**src/rtl/axi_lite_regs_pkg.sv**
```systemverilog
// axi_lite_regs_pkg: AXI-Lite response codes shared by the register blocks
package axi_lite_regs_pkg;
  localparam logic [1:0] RESP_OKAY   = 2'b00;
  localparam logic [1:0] RESP_SLVERR = 2'b10;
endpackage

```
**src/rtl/axi_lite_regs.sv**
```systemverilog
// axi_lite_regs: AXI-Lite register file with control output and read-only status word
module axi_lite_regs
  import axi_lite_regs_pkg::*;
#(
  parameter int AXI_ADDR_WIDTH = 8,
  parameter int AXI_DATA_WIDTH = 16,
  parameter int NUM_REGS       = 16
) (
  input  logic                      clk,
  input  logic                      reset,
  input  logic [AXI_ADDR_WIDTH-1:0] axi_awaddr,
  input  logic                      axi_awvalid,
  output logic                      axi_awready,
  input  logic [AXI_DATA_WIDTH-1:0] axi_wdata,
  input  logic                      axi_wstrb,
  input  logic                      axi_wvalid,
  output logic                      axi_wready,
  output logic [1:0]                axi_bresp,
  output logic                      axi_bvalid,
  input  logic                      axi_bready,
  input  logic [AXI_ADDR_WIDTH-1:0] axi_araddr,
  input  logic                      axi_arvalid,
  output logic                      axi_arready,
  output logic [AXI_DATA_WIDTH-1:0] axi_rdata,
  output logic [1:0]                axi_rresp,
  output logic                      axi_rvalid,
  input  logic                      axi_rready,
  output logic [AXI_DATA_WIDTH-1:0] ctrl_out,
  input  logic [AXI_DATA_WIDTH-1:0] status_in
);
  localparam logic W_IDLE = 1'b0, W_RESP = 1'b1;
  localparam logic R_IDLE = 1'b0, R_RESP = 1'b1;
  localparam int IW = $clog2(NUM_REGS);
  // index of the status word; anything below it is a writable register
  localparam logic [AXI_ADDR_WIDTH:0] LAST = (AXI_ADDR_WIDTH+1)'(NUM_REGS - 1);
  logic [AXI_DATA_WIDTH-1:0] regs [NUM_REGS];
  logic                      w_state, r_state, aw_held, w_held, wstrb_q;
  logic [AXI_ADDR_WIDTH-1:0] aw_addr;
  logic [AXI_DATA_WIDTH-1:0] wdata_q;
  logic                      aw_ok, ar_ok, ar_status;
  assign axi_awready = (w_state == W_IDLE) && !aw_held;
  assign axi_wready  = (w_state == W_IDLE) && !w_held;
  assign axi_arready = (r_state == R_IDLE);
  assign aw_ok       = {1'b0, aw_addr} < LAST;
  assign ar_ok       = {1'b0, axi_araddr} < LAST;
  assign ar_status   = {1'b0, axi_araddr} == LAST;
  assign ctrl_out    = regs[0];
  always_ff @(posedge clk or posedge reset) begin
    if (reset) begin
      w_state    <= W_IDLE;
      aw_held    <= 1'b0;
      w_held     <= 1'b0;
      aw_addr    <= '0;
      wdata_q    <= '0;
      wstrb_q    <= 1'b0;
      axi_bvalid <= 1'b0;
      axi_bresp  <= RESP_OKAY;
      for (int i = 0; i < NUM_REGS; i++) regs[i] <= '0;
    end else begin
      if (axi_awvalid && axi_awready) begin
        aw_addr <= axi_awaddr;
        aw_held <= 1'b1;
      end
      if (axi_wvalid && axi_wready) begin
        wdata_q <= axi_wdata;
        wstrb_q <= axi_wstrb;
        w_held  <= 1'b1;
      end
      if (w_state == W_IDLE && aw_held && w_held) begin
        w_state    <= W_RESP;
        axi_bvalid <= 1'b1;
        axi_bresp  <= aw_ok ? RESP_OKAY : RESP_SLVERR;
        if (aw_ok && wstrb_q) regs[aw_addr[IW-1:0]] <= wdata_q;
      end
      if (w_state == W_RESP && axi_bready) begin
        w_state    <= W_IDLE;
        axi_bvalid <= 1'b0;
        aw_held    <= 1'b0;
        w_held     <= 1'b0;
      end
    end
  end
  always_ff @(posedge clk or posedge reset) begin
    if (reset) begin
      r_state    <= R_IDLE;
      axi_rvalid <= 1'b0;
      axi_rdata  <= '0;
      axi_rresp  <= RESP_OKAY;
    end else if (axi_arvalid && axi_arready) begin
      r_state    <= R_RESP;
      axi_rvalid <= 1'b1;
      axi_rdata  <= ar_ok ? regs[axi_araddr[IW-1:0]] : ar_status ? status_in : '0;
      axi_rresp  <= (ar_ok || ar_status) ? RESP_OKAY : RESP_SLVERR;
    end else if (r_state == R_RESP && axi_rready) begin
      r_state    <= R_IDLE;
      axi_rvalid <= 1'b0;
    end
  end
endmodule

```
**config.mk**
```make
export PLATFORM = sky130hd
export DESIGN_NAME = axi_lite_regs
export DESIGN_NICKNAME = d
export VERILOG_FILES = /design/src/rtl/axi_lite_regs_pkg.sv /design/src/rtl/axi_lite_regs.sv
export SDC_FILE = /design/constraint.sdc
export NUM_CORES = 1
export LEC_CHECK = 0
export ABC_CLOCK_PERIOD_IN_PS = 10300
export CAP_MARGIN = 0
export CORE_UTILIZATION = 40
export CTS_CLUSTER_SIZE = 14
export DETAILED_ROUTE_END_ITERATION = 7
export SYNTH_ARGS = -nofsm -noshare
export SYNTH_HDL_FRONTEND = slang
export SYNTH_SLANG_ARGS = --single-unit
```
**constraint.sdc**
```tcl
create_clock -name clk -period 10.3 [get_ports clk]
set_input_delay 1.545 -clock clk [delete_from_list [all_inputs] [get_ports clk]]
set_output_delay 1.545 -clock clk [all_outputs]
set_load 0.05 [all_outputs]
```
* Word level (Yosys, flattened, before mapping) *
Index checks and enable logic that the tools add are counted.

operators by class
  add/sub/neg operators = 0
  $mul = 0
  divide/modulo/power cells = 0
  magnitude comparators = 5
  eq/ne operators = 1
  shifts and indexed selects = 0
  multiplexer cells = 18
  bitwise gates (word level) = 4
  reduce and logical (&&, ||, !) cells = 19

operator list
  kind                  count
  $bwmux W256           1
  $mux W16              5
  $bmux W16 S4          1
  $demux W16 S4         1
  $lt A8 B4 Y1 const B  2
  $logic_and A1 B1 Y1   11
  $ge A5 B5 Y1 const B  2
  $not A4 Y5            2
  $eq A8 B4 Y1 const B  1
  $mux W1               8
  $reduce_bool A2 Y1    4
  $lt A5 B1 Y1 const B  1
  $mux W2               2
  $logic_not A1 Y1      2
  $not A1 Y1            2
  $reduce_and A2 Y1     1
  $logic_or A1 B1 Y1    1

word-level totals
  register bits after elaboration = 305
  latch bits = 0
  bits in writable memories = 0
  memory bits (read-only) = 0
  bits of input ports = 56
  output and inout port bits = 41
  word-level logic and storage cells = 73
  memories = 0

* Logic depth before layout (Yosys ltp) *
  depth after elaboration = 6
  mapped depth = 9
  mapped depth without buffers = 4

* Worst setup path before layout *
OpenSTA, ideal clock, no wires.

  path kind = input to register
  from = input port axi_araddr[0]
  to = register axi_rdata[9]
  library setup time = 138 ps
  arrival = 3220 ps
  data required time = 10162 ps
  setup slack = 6941 ps
  cell stages on the path = 7
  buffers on the path = 4
  cell sequence = buf_2 > buf_2 > buf_2 > buf_1 > mux2_2 > o221ai_1 > o221ai_1

between the ends
  word-level cells in the longest chain between the ends = 5
  elaborated cells on any way between the ends = 8
  those cells by class = order compare (1); eq/ne (1); mux (5); bitwise (1)

ends and longest elaborated chain
  item                                          RTL line             source
  from (decl)                                   axi_lite_regs.sv:21  input logic [AXI_ADDR_WIDTH-1:0] axi_araddr,
  $not A4 Y5 (implied by the code)              axi_lite_regs.sv:92  axi_rdata <= ar_ok ? regs[axi_araddr[IW-1:0]] : ar_status ? status_in : '0;
  $bmux W16 S4                                  axi_lite_regs.sv:92
  $mux W16 (implied by the code) (2 in series)  axi_lite_regs.sv:92
  $mux W16 *                                    axi_lite_regs.sv:92
  to (signal assigned)                          axi_lite_regs.sv:92
  to (decl)                                     axi_lite_regs.sv:24  output logic [AXI_DATA_WIDTH-1:0] axi_rdata,

Every way passes the cells marked *; elsewhere a longest branch is shown, timed or not. The select of a mux whose other input is x is not followed.
A chain may end at the register's enable or synchronous reset.

* Final worst setup path *
  from = input port axi_araddr[0]
  to = register axi_rdata[1]

The elaborated chain is that of the path after synthesis.

==> flow_summary.toml <==
[status]
outcome = "finished clean"

[global_route]
grt.total_usage = 0.1880
grt_antenna_before_repair = 1
grt_max_degree = 143
grt_first_pass_wirelength_mm = 50.59
overflow = 0
grt_pass1_vias = 8220

[synth]
synth_top_cell_area_share = 0.5509
yosys-top-cells-count = "dfrtp_1, mux2_2, clkbuf_1, mux2i_1, nand2_1"
synthArstFlopShare = 1.000
synth_flop_cell = "dfrtp_1"
seq_area_frac_synth = 0.5509
syn_inst = 978
yosysTopAreaCell = "dfrtp_1"
syn_area_sq_um = 13760
synth-edff-count = 0
synth_seq_cells = 303
ys_top_cells_by_area = "dfrtp_1, mux2_2, mux4_2"
synth-warning-count = 0
synthMostInstantiatedCell = "dfrtp_1"
synth_cell_types = 37
syn_area_per_cell_sq_um = 14.07

[pwr]
leakage_nw = 7.509
ir_drop_uv = 122.6
p_per_area_nw_per_um2 = 229.9

[clocking]
postCtsHoldBufs = 0
clock_latency_ns = 0.52
cts_max_level = 2
clock_path_buffers = 3
cts_tree = "yes"
cts_resized = 0
clk_pin_slew_ns = 0.06
clock-sinks = 303
cts_setup_buffers = 0
numCtsBuffers = 35
root_buffer = "clkbuf_16"

[sta]
final-max-slew-violation-count = 0
finalCriticalPeriod_ns = 3.780
finClkSkew_ns = 0.01678
finalSetupViolCount = 0
maxSlewHeadroom = 0.1675
whs_ns = 0.3694
setup_tns_ns = 0
worst_pin_slew_ns = 1.246
max_freq_mhz = 264.5
rsz0062_at_grt = "false"
finalHoldViolations = 0
post-route-period-util = 0.3670

[floorplanning]
die_x_um = 187.5
boundaryPins = 97
die_h_um = 187.5
num_rows = 67
die_area_sq_um = 35160
start_util = 0.4084
core-area_sq_um = 33700

[final_layout]
syn2layout_area_growth_pct = 15.89
nFillCells = 2990
drive_gt1_frac = 0.3786
nets = 1073
diodes = 0

[route]
route.detailed.drc = 0
vias = 8091
drt_iter0_drc = 479
first_pass_iters = 4
avgRoutedWirePerCell_um = 21.88
vias_per_cell = 5.445
final_antenna_net_count = 0
wl_mm = 32.51

[worst_hold_path]
worstHoldPathType = "flip-flop to flip-flop"
hp-start = "regs[9]"
hold_path_end = "regs[9]"
holdPathStages = 0

[worst_setup_path]
timing.rr.start = "aw_addr[5]"
reg2reg_depth = 4
required_ns = 10.72
worstSetupStartpointType = "primary input"
crit_arrival_ns = 4.20
crit_chain = "buf_6, buf_4, and4_1, and2_1, a21oi_1, o221ai_1"
path_max_fanout = 60
cp-startpoint = "axi_araddr[0]"
critPathTopFamily = "buffers and inverters"
end_kind = "flip-flop"
r2r_end = "regs[123]"
cp_slowest_cell = "buf_4"
r2r_slack_ns = 7.12
path_buf_inv = 2
cp.depth = 6
critical_path_class = "primary input to flip-flop"
max_stage_delay_ns = 0.66

[placement]
dp_hpwl_mm = 20.13
io_buffers = 94
place_congestion = 0.7591

[run]
maxCapViolCount = 0
==> cell type report <==
cell class,count,area (sq um),area share
tap,448,560.5,0.03514
sequential,303,7582,0.4753
timing repair buffer,106,1027,0.06440
clock buffer,49,988.4,0.06197
multi-input combinational,565,5678,0.3560
inverter,6,30.03,0.001883
clock inverter,9,85.08,0.005334
==> worst max path at each step <==
stage	endpoint	slack (ns)
2_1_floorplan	aw_addr[0]	0.38
3_3_place_gp	axi_rdata[2]	6.04
3_5_place_dp	axi_rdata[1]	5.98
4_1_cts	axi_rdata[1]	6.52
5_1_grt	axi_rdata[1]	6.31
6_report	axi_rdata[1]	6.52
==> cells in the final DEF (no fill, tap or decap), types with 2 or more instances in the layout <==
| cell | count |
|---|---|
| mux2i_1 | 64 |
| mux4_2 | 32 |
| a22oi_1 | 16 |
| conb_1 | 2 |
| nand3b_1 | 2 |
| nor3_4 | 2 |
| nand2_1 | 43 |
| nor2_1 | 22 |
| clkbuf_16 | 35 |
| o21ai_0 | 3 |
| clkbuf_1 | 8 |
| dfrtp_1 | 303 |
| nand2b_1 | 4 |
| clkdlybuf4s50_1 | 92 |
| o221ai_1 | 32 |
| and2_1 | 2 |
| mux2_2 | 280 |
| clkinv_2 | 4 |
| nor2b_1 | 2 |
| clkbuf_8 | 6 |
| buf_4 | 12 |
| nor2_4 | 3 |
| nor2_2 | 4 |
| or3_1 | 17 |
| a21oi_1 | 20 |
| inv_1 | 5 |
| nor2b_2 | 3 |
| inv_6 | 4 |
==> sequential cells by signal, indices dropped and copies added, names as in the netlist <==
| signal | cells |
|---|---|
| wdata_q | 16 |
| regs | 240 |
| w_state | 1 |
| wstrb_q | 1 |
| ctrl_out | 16 |
| axi_rresp | 1 |
| aw_addr | 8 |
| aw_held | 1 |
| w_held | 1 |
| axi_bresp | 1 |
| r_state | 1 |
| axi_rdata | 16 |
==> power by group <==
part / leakage [nW] / internal, mW / switching [mW] / total (mW)
clock: 0.532 / 0.694 / 0.477 / 1.17
combinational: 2.86 / 0.381 / 0.386 / 0.767
sequential: 4.11 / 1.44 / 0.293 / 1.73
==> per-stage QoR <==
stage	cells	utilization	area [sq um]	total power, mW	setup slack (ns)
CTS	1486	0.4733	15950	3.707	6.523
global route	1486	0.4733	15950	3.849	6.308
floorplan	979	-	13770	2.266	0.3807
finish	1486	0.4733	15950	3.667	6.520
global placement	1428	0.4415	14880	2.508	6.044
detailed placement	1428	0.4415	14880	2.526	5.978
==> cell families (layout without fill, tap and decap cells) <==
logic type,after synthesis,in the layout,synth area share
flip-flops,303,303,0.5509
AO/OA/AOI/OAI,72,72,0.03791
other,1,2,0.0002724
buffers and inverters,111,170,0.03800
AND/OR/NAND/NOR,115,115,0.04499
multiplexers,376,376,0.3280
==> per-layer routing <==
| layer | GRT usage | part of all wire | vias up |
|---|---|---|---|
| li1 | - | - | 3626 |
| met3 | 0.03126 | 0.045 | 44 |
| met2 | 0.2770 | 0.44 | 186 |
| met5 | 0 | 0 | - |
| met4 | 0.04909 | 0.019 | 0 |
| met1 | 0.2861 | 0.50 | 4235 |
Note: power is estimated with default switching activity, not from simulation.
